**src/rtl/sub2_rr_sched.sv**
```systemverilog
// Round-robin burst scheduler sharing one sub2 input lane between N_REQ requesters.
// One registered output stage drives sub2 sig_e/sig_f; grants rotate after each burst.

package my_pkg;
  typedef logic [7:0] my_t;
endpackage

package lib_pkg;
  typedef logic [3:0] our_t;
endpackage

module sub2_rr_sched
  import my_pkg::*;
#(
  parameter int N_REQ     = 3,
  parameter int MAX_BURST = 4,
  parameter int TIMEOUT   = 15
) (
  input  logic                clk,
  input  logic                rst_n,
  input  logic [0:N_REQ-1]    req_valid,
  input  my_t  [0:N_REQ-1]    req_data,
  input  lib_pkg::our_t       req_tag [N_REQ],
  input  logic [0:N_REQ-1]    req_last,
  output logic [0:N_REQ-1]    req_ready,
  output logic                out_valid,
  input  logic                out_ready,
  output my_t                 out_data,
  output lib_pkg::our_t       out_tag,
  output logic [1:0]          out_src,
  output logic                busy,
  output logic                err_timeout
);

  localparam int BW = (MAX_BURST > 1) ? $clog2(MAX_BURST) : 1;
  localparam int WW = $clog2(TIMEOUT + 1);

  localparam logic [0:0] IDLE = 1'b0;
  localparam logic [0:0] BUSY = 1'b1;

  logic [0:0]    state;
  logic [1:0]    owner;
  logic [1:0]    ptr;
  logic [BW-1:0] beat_cnt;
  logic [WW-1:0] wdog;

  logic [1:0] nxt_owner;
  logic [1:0] idx;
  logic       nxt_found;
  logic       stage_free;
  logic       own_valid;
  logic       take;
  logic       last_beat;
  logic       wdog_fire;

  // Rotating priority: scan starts just past the last owner.
  always_comb begin
    nxt_found = 1'b0;
    nxt_owner = ptr;
    idx       = '0;
    for (int k = 1; k <= N_REQ; k++) begin
      idx = 2'((int'(ptr) + k) % N_REQ);
      if (!nxt_found && req_valid[idx]) begin
        nxt_found = 1'b1;
        nxt_owner = idx;
      end
    end
  end

  assign busy       = (state == BUSY);
  assign stage_free = !out_valid || out_ready;
  assign own_valid  = req_valid[owner];
  assign take       = busy && own_valid && stage_free;
  assign last_beat  = req_last[owner] || (beat_cnt == BW'(MAX_BURST - 1));
  assign wdog_fire  = (wdog == WW'(TIMEOUT - 1));

  for (genvar g = 0; g < N_REQ; g++) begin : g_ready
    assign req_ready[g] = busy && (owner == 2'(g)) && stage_free;
  end

  always_ff @(posedge clk or negedge rst_n) begin
    if (!rst_n) begin
      state       <= IDLE;
      owner       <= '0;
      ptr         <= 2'(N_REQ - 1);
      beat_cnt    <= '0;
      wdog        <= '0;
      out_valid   <= 1'b0;
      out_data    <= '0;
      out_tag     <= '0;
      out_src     <= '0;
      err_timeout <= 1'b0;
    end else begin
      err_timeout <= 1'b0;

      // Drain and refill in the same cycle keeps the stage full at 1 beat/cycle.
      if (take) begin
        out_valid <= 1'b1;
        out_data  <= req_data[owner];
        out_tag   <= req_tag[owner];
        out_src   <= owner;
      end else if (out_ready) begin
        out_valid <= 1'b0;
      end

      case (state)
        IDLE: begin
          if (nxt_found) begin
            state    <= BUSY;
            owner    <= nxt_owner;
            beat_cnt <= '0;
            wdog     <= '0;
          end
        end
        BUSY: begin
          if (take) begin
            wdog <= '0;
            if (last_beat) begin
              state    <= IDLE;
              ptr      <= owner;
              beat_cnt <= '0;
            end else begin
              beat_cnt <= beat_cnt + BW'(1);
            end
          end else if (!own_valid) begin
            // Only an absent owner ages the watchdog; backpressure does not.
            wdog <= wdog + WW'(1);
            if (wdog_fire) begin
              state       <= IDLE;
              ptr         <= owner;
              err_timeout <= 1'b1;
            end
          end
        end
      endcase
    end
  end

endmodule

```
**config.mk**
```make
export PLATFORM = sky130hd
export DESIGN_NAME = sub2_rr_sched
export DESIGN_NICKNAME = d
export VERILOG_FILES = /design/src/rtl/sub2_rr_sched.sv
export SDC_FILE = /design/constraint.sdc
export NUM_CORES = 1
export LEC_CHECK = 0
export BUFFER_PORTS_ARGS = -buffer_cell sky130_fd_sc_hd__buf_2
export CAP_MARGIN = 20
export CELL_PAD_IN_SITES_DETAIL_PLACEMENT = 2
export CELL_PAD_IN_SITES_GLOBAL_PLACEMENT = 2
export CORE_MARGIN = 2
export CORE_UTILIZATION = 31
export CTS_CLUSTER_DIAMETER = 80
export DETAILED_ROUTE_END_ITERATION = 6
export PLACE_DENSITY_LB_ADDON = 0.1
export SYNTH_ARGS = -nofsm -noshare
export SYNTH_HDL_FRONTEND = slang
export SYNTH_SLANG_ARGS = --single-unit
```
**constraint.sdc**
```tcl
create_clock -name clk -period 4.22 [get_ports clk]
set_input_delay 0.211 -clock clk [delete_from_list [all_inputs] [get_ports clk]]
set_output_delay 0.211 -clock clk [all_outputs]
set_load 0.005 [all_outputs]
```
# Word level (Yosys, flattened, before mapping)
# Cells that the tools add are included.
dict set report totals {
  reg_bits 27
  inputBits 45
  out_inout_bits 20
  wordCells 109
}
dict set report classes {
  n_addsub 5
  div 3
  order_cmp 4
  eq_ne 9
  muxes 51
  n_bitwise 5
  reduce_logical 22
}
# operator n
set ops {}
lappend ops {{32-bit by 3-bit remainder unit with 32-bit output, second input constant} 3}
lappend ops {{1-bit 2-to-1 mux} 24}
lappend ops {{2-bit 2-to-1 mux} 10}
lappend ops {{4-bit 2-to-1 mux} 5}
lappend ops {{8-bit binary-select mux with 2-bit select} 1}
lappend ops {{8-bit 2-to-1 mux} 2}
lappend ops {{3-bit greater-or-equal comparator, second input constant} 4}
lappend ops {{2-bit NOT with 3-bit output} 4}
lappend ops {{1-bit binary-select mux with 2-bit select} 5}
lappend ops {{1-bit logical AND} 10}
lappend ops {{4-bit binary-select mux with 2-bit select} 1}
lappend ops {{4-bit one-hot mux with 2 select lines} 1}
lappend ops {{2-bit by 2-bit adder with 3-bit output, second input constant} 2}
lappend ops {{2-bit by 1-bit != test with 1-bit output, second input constant} 3}
lappend ops {{2-bit AND reduction} 3}
lappend ops {{4-bit by 1-bit adder with 4-bit output, second input constant} 1}
lappend ops {{2-bit equality test, second input constant} 2}
lappend ops {{4-bit equality test, second input constant} 1}
lappend ops {{2-bit one-hot mux with 2 select lines} 1}
lappend ops {{4-bit AND reduction} 1}
lappend ops {{2-bit nonzero test} 2}
lappend ops {{2-bit by 1-bit adder with 3-bit output, second input constant} 1}
lappend ops {{1-bit zero test} 3}
lappend ops {{3-bit by 2-bit != test with 1-bit output, second input constant} 1}
lappend ops {{other kinds (7)} 8}

# Depth between registers and ports, before layout
# Gate-level depths: netlist (run 1).
dict set report logic_depth {
  ltp_word 15
  mapped_depth 7
  ltp_nobuf 6
}

# Worst setup path before layout (run 1)
# Ideal clock, no wire load.
dict set report synth_path {
  path_type {register to register}
  from {register ptr[1]}
  to {register wdog[0]}
  setup_ns 0.090
  t_arrival_ns 1.843
  required_time_ns 4.130
  setup_slack_ns 2.287
  path_stages_with_launch 8
  n_path_buf 1
  period_less_slack_ns 1.933
  cell_sequence {dfstp_2 > inv_1 > ha_1 > buf_6 > a22o_1 > a211o_1 > a211o_1 > o221ai_1}
}
dict set report synth_via {
  elab_chain_cells 15
  word_cells_on_any_way 27
  cone_classes {add/sub (3); div (3); eq/ne (1); mux (12); bitwise (3); reduce/logical (5)}
}
# item line_no
set synth_lines {}
lappend synth_lines {{from (decl)} 43} ;# logic [1:0] ptr;
lappend synth_lines {{from (signal assigned)} 85} ;# ptr <= 2'(N_REQ - 1);
lappend synth_lines {{from (signal assigned)} 120} ;# ptr <= owner;
lappend synth_lines {{from (signal assigned)} 130} ;# ptr <= owner;
lappend synth_lines {{2-bit by 1-bit adder with 3-bit output} 62} ;# idx = 2'((int'(ptr) + k) % N_REQ);
lappend synth_lines {{32-bit by 3-bit remainder unit with 32-bit output} 62}
lappend synth_lines {{2-bit NOT with 3-bit output (implied by the code)} 63} ;# if (!nxt_found && req_valid[idx]) begin
lappend synth_lines {{1-bit binary-select mux with 2-bit select} 63}
lappend synth_lines {{1-bit 2-to-1 mux (implied by the code) (2 in a row)} 63}
lappend synth_lines {{1-bit 2-to-1 mux} 63}
lappend synth_lines {{1-bit zero test} 63}
lappend synth_lines {{1-bit logical AND} 63}
lappend synth_lines {{1-bit 2-to-1 mux} 63}
lappend synth_lines {{1-bit zero test} 63}
lappend synth_lines {{1-bit logical AND} 63}
lappend synth_lines {{1-bit 2-to-1 mux *} 63}
lappend synth_lines {{2-bit != test (no source line) *} --}
lappend synth_lines {{2-bit AND reduction (no source line) *} --}
lappend synth_lines {{to (signal assigned)} 127} ;# wdog <= wdog + WW'(1);
lappend synth_lines {{to (decl)} 45} ;# logic [WW-1:0] wdog;
# Every way passes the cells marked *; elsewhere a longest branch is shown, timed or not. The select of a mux whose other input is x is not followed.
# A chain may end at the register's enable or synchronous reset.

# Final worst setup path (run 1)
dict set report layout_path {
  from {register owner[1]}
  to {register out_data[5]}
}
dict set report layout_via {
  elab_chain_cells 6
  word_cells_on_any_way 9
  cone_classes {mux (6); bitwise (1); reduce/logical (2)}
}
# item line_no
set layout_lines {}
lappend layout_lines {{from (decl)} 42} ;# logic [1:0] owner;
lappend layout_lines {{from (signal assigned)} 110} ;# owner <= nxt_owner;
lappend layout_lines {{2-bit NOT with 3-bit output (implied by the code) *} {72, 99}}
lappend layout_lines {{1-bit binary-select mux with 2-bit select} 72} ;# assign own_valid = req_valid[owner];
lappend layout_lines {{1-bit 2-to-1 mux (implied by the code) (2 in a row)} 72}
lappend layout_lines {{1-bit logical AND (2 in a row)} 73} ;# assign take = busy && own_valid && stage_free;
lappend layout_lines {{to (signal assigned)} 99} ;# out_data <= req_data[owner];
lappend layout_lines {{to (decl)} 28} ;# output my_t out_data,
# Marks and branches as above.

==> results.yml, run 1 <==
sta:
  min_period_ns: 2.54
  maxSlewHeadroom_pct: 31.9
  setup_viol: 0
  rsz0062_at_grt: "no"
  setup_tns_ns: 0
  slew_violations: 0
  max_slew.worst_pin.slew_ns: 1.02
  finalHoldViolCount: 0
  fin_worst_skew_ns: 0.00126
  fmax_mhz: 394
  timing.final.crit_share_pct: 60.1
yosys:
  synth_area_sq_mm: 0.00175
  synthSimpleGateAreaFrac_pct: 15.8
  synth_compound_area_share_pct: 18.2
  ys_seq_area_share_pct: 38.8
  synth_warnings: 0
  synth_top_area_share_pct: 37.2
  syn_area_per_cell_sq_um: 9.65
  synth_top_family_by_area: "compound AO/OA/AOI/OAI gates"
  synthAdderAreaFrac_pct: 4.30
  async_reset_ff_share_pct: 100
  synth-edff-count: 0
  synthMuxAreaShare_pct: 17.2
  postSynthCellCount: 181
  synth_xor_area_share_pct: 0
  synth_flop_cell: "dfrtp_1"
  synth_seq_cells: 27
  postSynthNetCount: 232
  synthTopCellsByArea: "dfrtp_1 (37%), mux2_2 (8.4%), mux2i_1 (8.0%)"
  ys_types: 45
  yosysTopAreaCell: "dfrtp_1"
final_layout:
  final_nets: 292
  fillers: 636
  area_growth_pct: 23.5
  final_cell_mix: "buf_2 (64), dfrtp_1 (26), nand2_1 (20)"
  diodes: 0
  final_common_cell: "buf_2"
  final_layout_size_suffix_gt1_share_pct: 37.1
  fin_util_pct: 39.4
clock_network:
  clockBufferDepth: 2
  cts_buffers: 3
  cts.sinks: 27
  cts_root_buf: "clkbuf_8"
  cts_tree: "yes"
  clk_latency_ns: 0.28
  cts.clk_slew.worst_paths_ns: 0.10
  htreeDepth: 1
critical_path:
  startpoint_type: "register"
  crit_fanout: 23
  r2r_cells: 4
  slowest_delay_ns: 1.02
  cp-end-kind: "register"
  rr_startpoint: "owner[1]"
  ff2ff_setup_slack_ns: 1.68
  cp_data_arrival_time_ns: 2.72
  crit_slowest_cell: "dfrtp_1"
  path_cells: "mux2i_2, o21a_2, nor2_2, mux2_2"
  required_ns: 4.40
  worstReg2RegEnd: "out_data[5]"
  path_class: "register to register"
power:
  switchingPower_uw: 577
  pwr-share-comb_pct: 51.6
  vdd_drop_max_v: 0.000190
  p_per_area_mw_per_mm2: 628
  swShare_pct: 42.6
  pwr-share-seq_pct: 36.8
  p_leak_uw: 0.000997
  pwr-share-clk_pct: 11.7
  internal_power_uw: 778
floorplan:
  core_sq_mm: 0.00547
  num_rows: 27
  start_util_pct: 31.9
  die-area_sq_mm: 0.00625
  die_w_um: 79.1
  die_y_um: 79.1
  ioPinCount: 65
hold_path:
  min_to: "out_tag[0]"
  hold-path-cell-count: 4
  min_path_type: "primary input to register"
  hold_start: "req_tag[4]"
placed_design:
  place_congestion: 0.776
  port_buffers: 64
  hpwl_mm: 3.99
drt:
  firstDrtPassIters: 4
  vias: 1598
  route.detailed.drc: 0
  wire_per_inst_um: 16.7
  antenna_left: 0
  drt_wl_total_mm: 5.21
  vias_per_cell: 5.12
  dr.first_iter.drc_count: 46
grt:
  first_global_vias: 1677
  grt_usage_pct: 17.4
  grt_max_degree: 28
  antenna_found_initial: 0
  overflow: 0
  grt_pass1_wl_mm: 8.48
flow_run:
  maxCapViolCount: 0
status:
  status: "complete, no violations"
## state kept, by name, summed over array words and instances, names as in the netlist
signal,cells
out_data,8
out_tag,4
wdog,4
beat_cnt,2
out_src,2
owner,2
ptr,2
busy,1
err_timeout,1
out_valid,1
## power by group through the flow
stage               Sequential (uW)  Combinational, uW  Clock, uW
finish                          498                699        158
global route                    524                785        173
CTS                             502                713        169
detailed placement              508                708          0
global placement                501                691          0
floorplan                       444                529          0
## through the flow
step / setup WS, ns / cell area, sq um / instances / power (uW) / hold WS (ns)
floorplan: 2.29 / 1750 / 181 / 973 / -0.0846
global placement: 1.72 / 2100 / 307 / 1190 / 0.260
detailed placement: 1.64 / 2100 / 307 / 1220 / 0.274
CTS: 1.64 / 2160 / 312 / 1380 / 0.255
global route: 1.46 / 2160 / 312 / 1480 / 0.284
finish: 1.68 / 2160 / 312 / 1350 / 0.260
## how the worst max path moves through the flow
stage / slack [ns] / depth (start not counted) / to / startpoint
2_1_floorplan: 2.29 / 7 / wdog[0] / ptr[1]
3_3_place_gp: 1.72 / 4 / out_tag[1] / owner[1]
3_5_place_dp: 1.64 / 4 / out_data[5] / owner[1]
4_1_cts: 1.64 / 4 / out_data[5] / owner[1]
5_1_grt: 1.46 / 4 / out_data[3] / owner[1]
6_report: 1.68 / 4 / out_data[5] / owner[1]
## logic make-up (layout without fill, tap and decap cells)
| kind of cell | after synthesis | count (layout) |
|---|---|---|
| adder cells (fa/ha/maj) | 6 | 6 |
| multiplexers | 28 | 28 |
| AND/OR/NAND/NOR | 53 | 53 |
| AO/OA/AOI/OAI | 46 | 46 |
| buffers and inverters | 21 | 80 |
| flip-flops | 27 | 27 |
## synth_stat cells, drive strengths merged (2+ instances only)
cell	instances
dfrtp	26
nand2	20
o21ai	19
mux2i	15
mux2	13
inv	10
buf	8
ha	6
nand2b	5
and3	4
o221ai	4
a21oi	3
a22oi	3
nand3	3
nand3b	3
nand4	3
nor2	3
nor2b	3
nor3	3
a211o	2
a31o	2
a32o	2
and2	2
clkbuf	2
o311ai	2
## what timing repair did
action,in CTS,in global routing
hold buffers,1,0
buffers inserted,0,0
hold endpoints to repair,26,0
resized for setup,0,0
## layout make-up
type | instances | area (sq um) | area share [%]
multi-input cells | 133 | 970 | 45.0
flip-flops and latches | 27 | 677 | 31.4
repair buffers | 65 | 330 | 15.3
well taps | 72 | 90.1 | 4.18
clock buffers | 3 | 41.3 | 1.91
inverters | 11 | 41.3 | 1.91
clock inverters | 1 | 7.51 | 0.348
## worst max-delay path, delay by kind of cell, from the launching register on
family	cells	cell delay, ns
AOI/OAI and AO/OA	1	0.30
and+or+nand+nor	1	0.49
muxes	2	0.60
DFF	1	1.02
## metal layers
layer / vias to the layer above / wire, um / track usage [%]
met4: 0 / 66 / 5.17
met5: - / 0 / 0
met2: 33 / 2590 / 29.5
met3: 5 / 181 / 2.16
li1: 782 / - / -
met1: 778 / 2370 / 23.1
Power figures use the tool's default switching activity.
==> inputs of run 2 (changes only) <==
ABC_AREA = 1   (was default)
CORE_UTILIZATION = 25   (was 31)
clock period = 2.5 ns   (was 4.22 ns; I/O delays follow)
==> run 2 against run 1 <==
Against the previous run: final cell count rose by 32%; maximum frequency up 18%; via count is 18% higher; register-to-register slack got worse by 1.3 ns; sequential share of layout area is 0.71 points lower; global-route usage is 1.3 points lower; sequential power is 57% higher; clock power grew 63%; clock skew up 0.0031 ns; core utilization decreased by 6.7 points; critical path type unchanged; largest power group unchanged.
==> results.yml, run 2 <==
status:
  status: "complete, no violations"
hold_path:
  min_path_type: "primary input to register"
  hold_start: "out_ready"
  min_to: "out_valid"
  hold-path-cell-count: 2
power:
  p_per_area_mw_per_mm2: 1200
  vdd_drop_max_v: 0.000233
  finalPower_uw: 2640
  p_leak_uw: 0.00129
final_layout:
  top_regs: "out_data x8, out_tag x4, wdog x4"
  final_layout_size_suffix_gt1_share_pct: 25.3
  diodes: 0
  final_common_cell: "nand2_1"
  final_nets: 384
  top_register: "out_data"
  area_growth_pct: 26.5
  final_cell_mix: "nand2_1 (125), buf_2 (64), nand3_1 (39)"
  largest_reg_flops: 8
floorplan:
  die_w_um: 87.6
  start_util_pct: 25.8
  num_rows: 30
  ioPinCount: 65
  core_sq_mm: 0.00676
  die_y_um: 87.6
  die-area_sq_mm: 0.00767
clock_network:
  post_cts_buffers: 0
  cts-resized-gates: 0
  clockBufferDepth: 2
  clk_latency_ns: 0.28
  ctsHoldBuffers: 1
  cts_root_buf: "clkbuf_8"
  cts_buffers: 3
  htreeDepth: 1
  cts_tree: "yes"
  cts.clk_slew.worst_paths_ns: 0.10
  cts.sinks: 27
drt:
  vias_per_cell: 4.59
  vias: 1891
  wire_per_inst_um: 14.3
  dr.first_iter.drc_count: 62
  antenna_left: 0
  route.detailed.drc: 0
  drt_wl_total_mm: 5.88
  firstDrtPassIters: 4
grt:
  antenna_found_initial: 0
  grt_pass1_wl_mm: 9.65
  overflow: 0
  grt_usage_pct: 16.1
  grt_max_degree: 28
  first_global_vias: 1942
yosys:
  synth_seq_cells: 27
  synth_area_sq_mm: 0.00175
  synth-edff-count: 0
  async_reset_ff_share_pct: 100
  syn_area_per_cell_sq_um: 6.56
  synth_flop_cell: "dfrtp_1"
  postSynthNetCount: 317
  yosysTopAreaCell: "dfrtp_1"
  synth_warnings: 0
  ys_types: 21
  yosysMostFrequentCell: "nand2_1"
  synth_commonest_cells: "nand2_1 (125), nand3_1 (39), dfrtp_1 (26), inv_1 (21), nor2_1 (16)"
  postSynthCellCount: 266
  synth_top_area_share_pct: 37.3
  ys_seq_area_share_pct: 38.8
  synthTopCellsByArea: "dfrtp_1 (37%), nand2_1 (27%), nand3_1 (11%)"
critical_path:
  startpoint_type: "register"
  cp-end-kind: "register"
  r2r_cells: 10
  required_ns: 2.68
  ff2ff_setup_slack_ns: 0.35
  cp_data_arrival_time_ns: 2.33
  crit_fanout: 11
  worstReg2RegEnd: "wdog[2]"
  path_class: "register to register"
  rr_startpoint: "ptr[1]"
sta:
  finalHoldViolCount: 0
  rsz0062_at_grt: "no"
  fmax_mhz: 464
  setup_tns_ns: 0
  timing.final.crit_share_pct: 86.2
  slew_violations: 0
  min_period_ns: 2.15
  setup_viol: 0
  fin_worst_skew_ns: 0.00432
  max_slew.worst_pin.slew_ns: 0.648
  maxSlewHeadroom_pct: 56.8
placed_design:
  hpwl_mm: 4.71
  port_buffers: 64
  place_congestion: 0.818
flow_run:
  maxCapViolCount: 0
run 2: cell types whose count changed after synthesis, moves of 5 or more:
cell      previous run  this run
mux2_2              13         0
o21ai_1              0         8
inv_1               10        21
nand3_1              3        39
nor2_1               2        16
mux2i_1             14         0
nand2_1             20       125
o21ai_0             18         1
nand2b_1             5         0
run 2: metal layers:
layer  part of all wire [%]  track usage, %  up-vias  wire, um
met5                      0               0        -         0
met4                    1.0            3.78        0        60
met3                    2.9            1.70        5       169
met2                     48            26.3       34      2810
met1                     48            22.9      894      2840
li1                       -               -      958         -
run 2: cell type report:
cell class              count  area, sq um
well taps                  80          100
fillers                   887         4550
clock buffers               4         45.0
inverters                  24         90.1
repair buffers             69          360
multi-input cells         208          935
flip-flops and latches     27          677
run 2: cells by family (layout without fill, tap and decap cells):
logic type / Yosys count / in the layout / share of synthesized area, %
DFF: 27 / 27 / 38.8
and+or+nand+nor: 192 / 192 / 46.2
AOI/OAI and AO/OA: 9 / 9 / 2.58
xor gates and xnor gates: 1 / 1 / 0.502
buffers and inverters: 31 / 97 / 7.67
adders and majority gates: 6 / 6 / 4.30
run 2: worst max path at each step:
stage                     depth (start not counted)  slack [ns]    from       end
after global placement                           10        0.45  ptr[1]   wdog[2]
final                                            10        0.35  ptr[1]   wdog[2]
after detailed placement                         10        0.36  ptr[1]   wdog[1]
after CTS                                        10        0.35  ptr[1]   wdog[1]
after floorplan                                  11        0.77  ptr[1]  owner[0]
after global routing                             10        0.09  ptr[1]   wdog[1]
run 2: report_power, final:
group          internal (uW)  leakage [uW]  switching (uW)  total [uW]
logic                    567      0.000925            1030        1600
clock network            114     0.0000228             143         258
registers                633      0.000340             148         781
total                   1310       0.00129            1320        2640
run 2: stage by stage:
stage                     std cells  cell area [sq um]  setup slack (ns)  utilization [%]  hold WS [ns]
after floorplan                 266               1750             0.773                -        -0.171
after detailed placement        407               2150             0.361             31.9         0.201
after global routing            412               2210            0.0884             32.7        0.0180
final                           412               2210             0.346             32.7        0.0237
after global placement          407               2150             0.446             31.9         0.195
after CTS                       412               2210             0.347             32.7        0.0119
run 2: worst max-delay path: stages, from the launching register on:
cell and delay, ns:
dfstp_2 0.58, inv_1 0.05, ha_1 0.24, inv_1 0.20, nand3_1 0.11, nand2_1 0.17, nand3_1 0.12, nand2_1 0.29
nand2_1 0.16, nand2_1 0.09, nand2_1 0.04
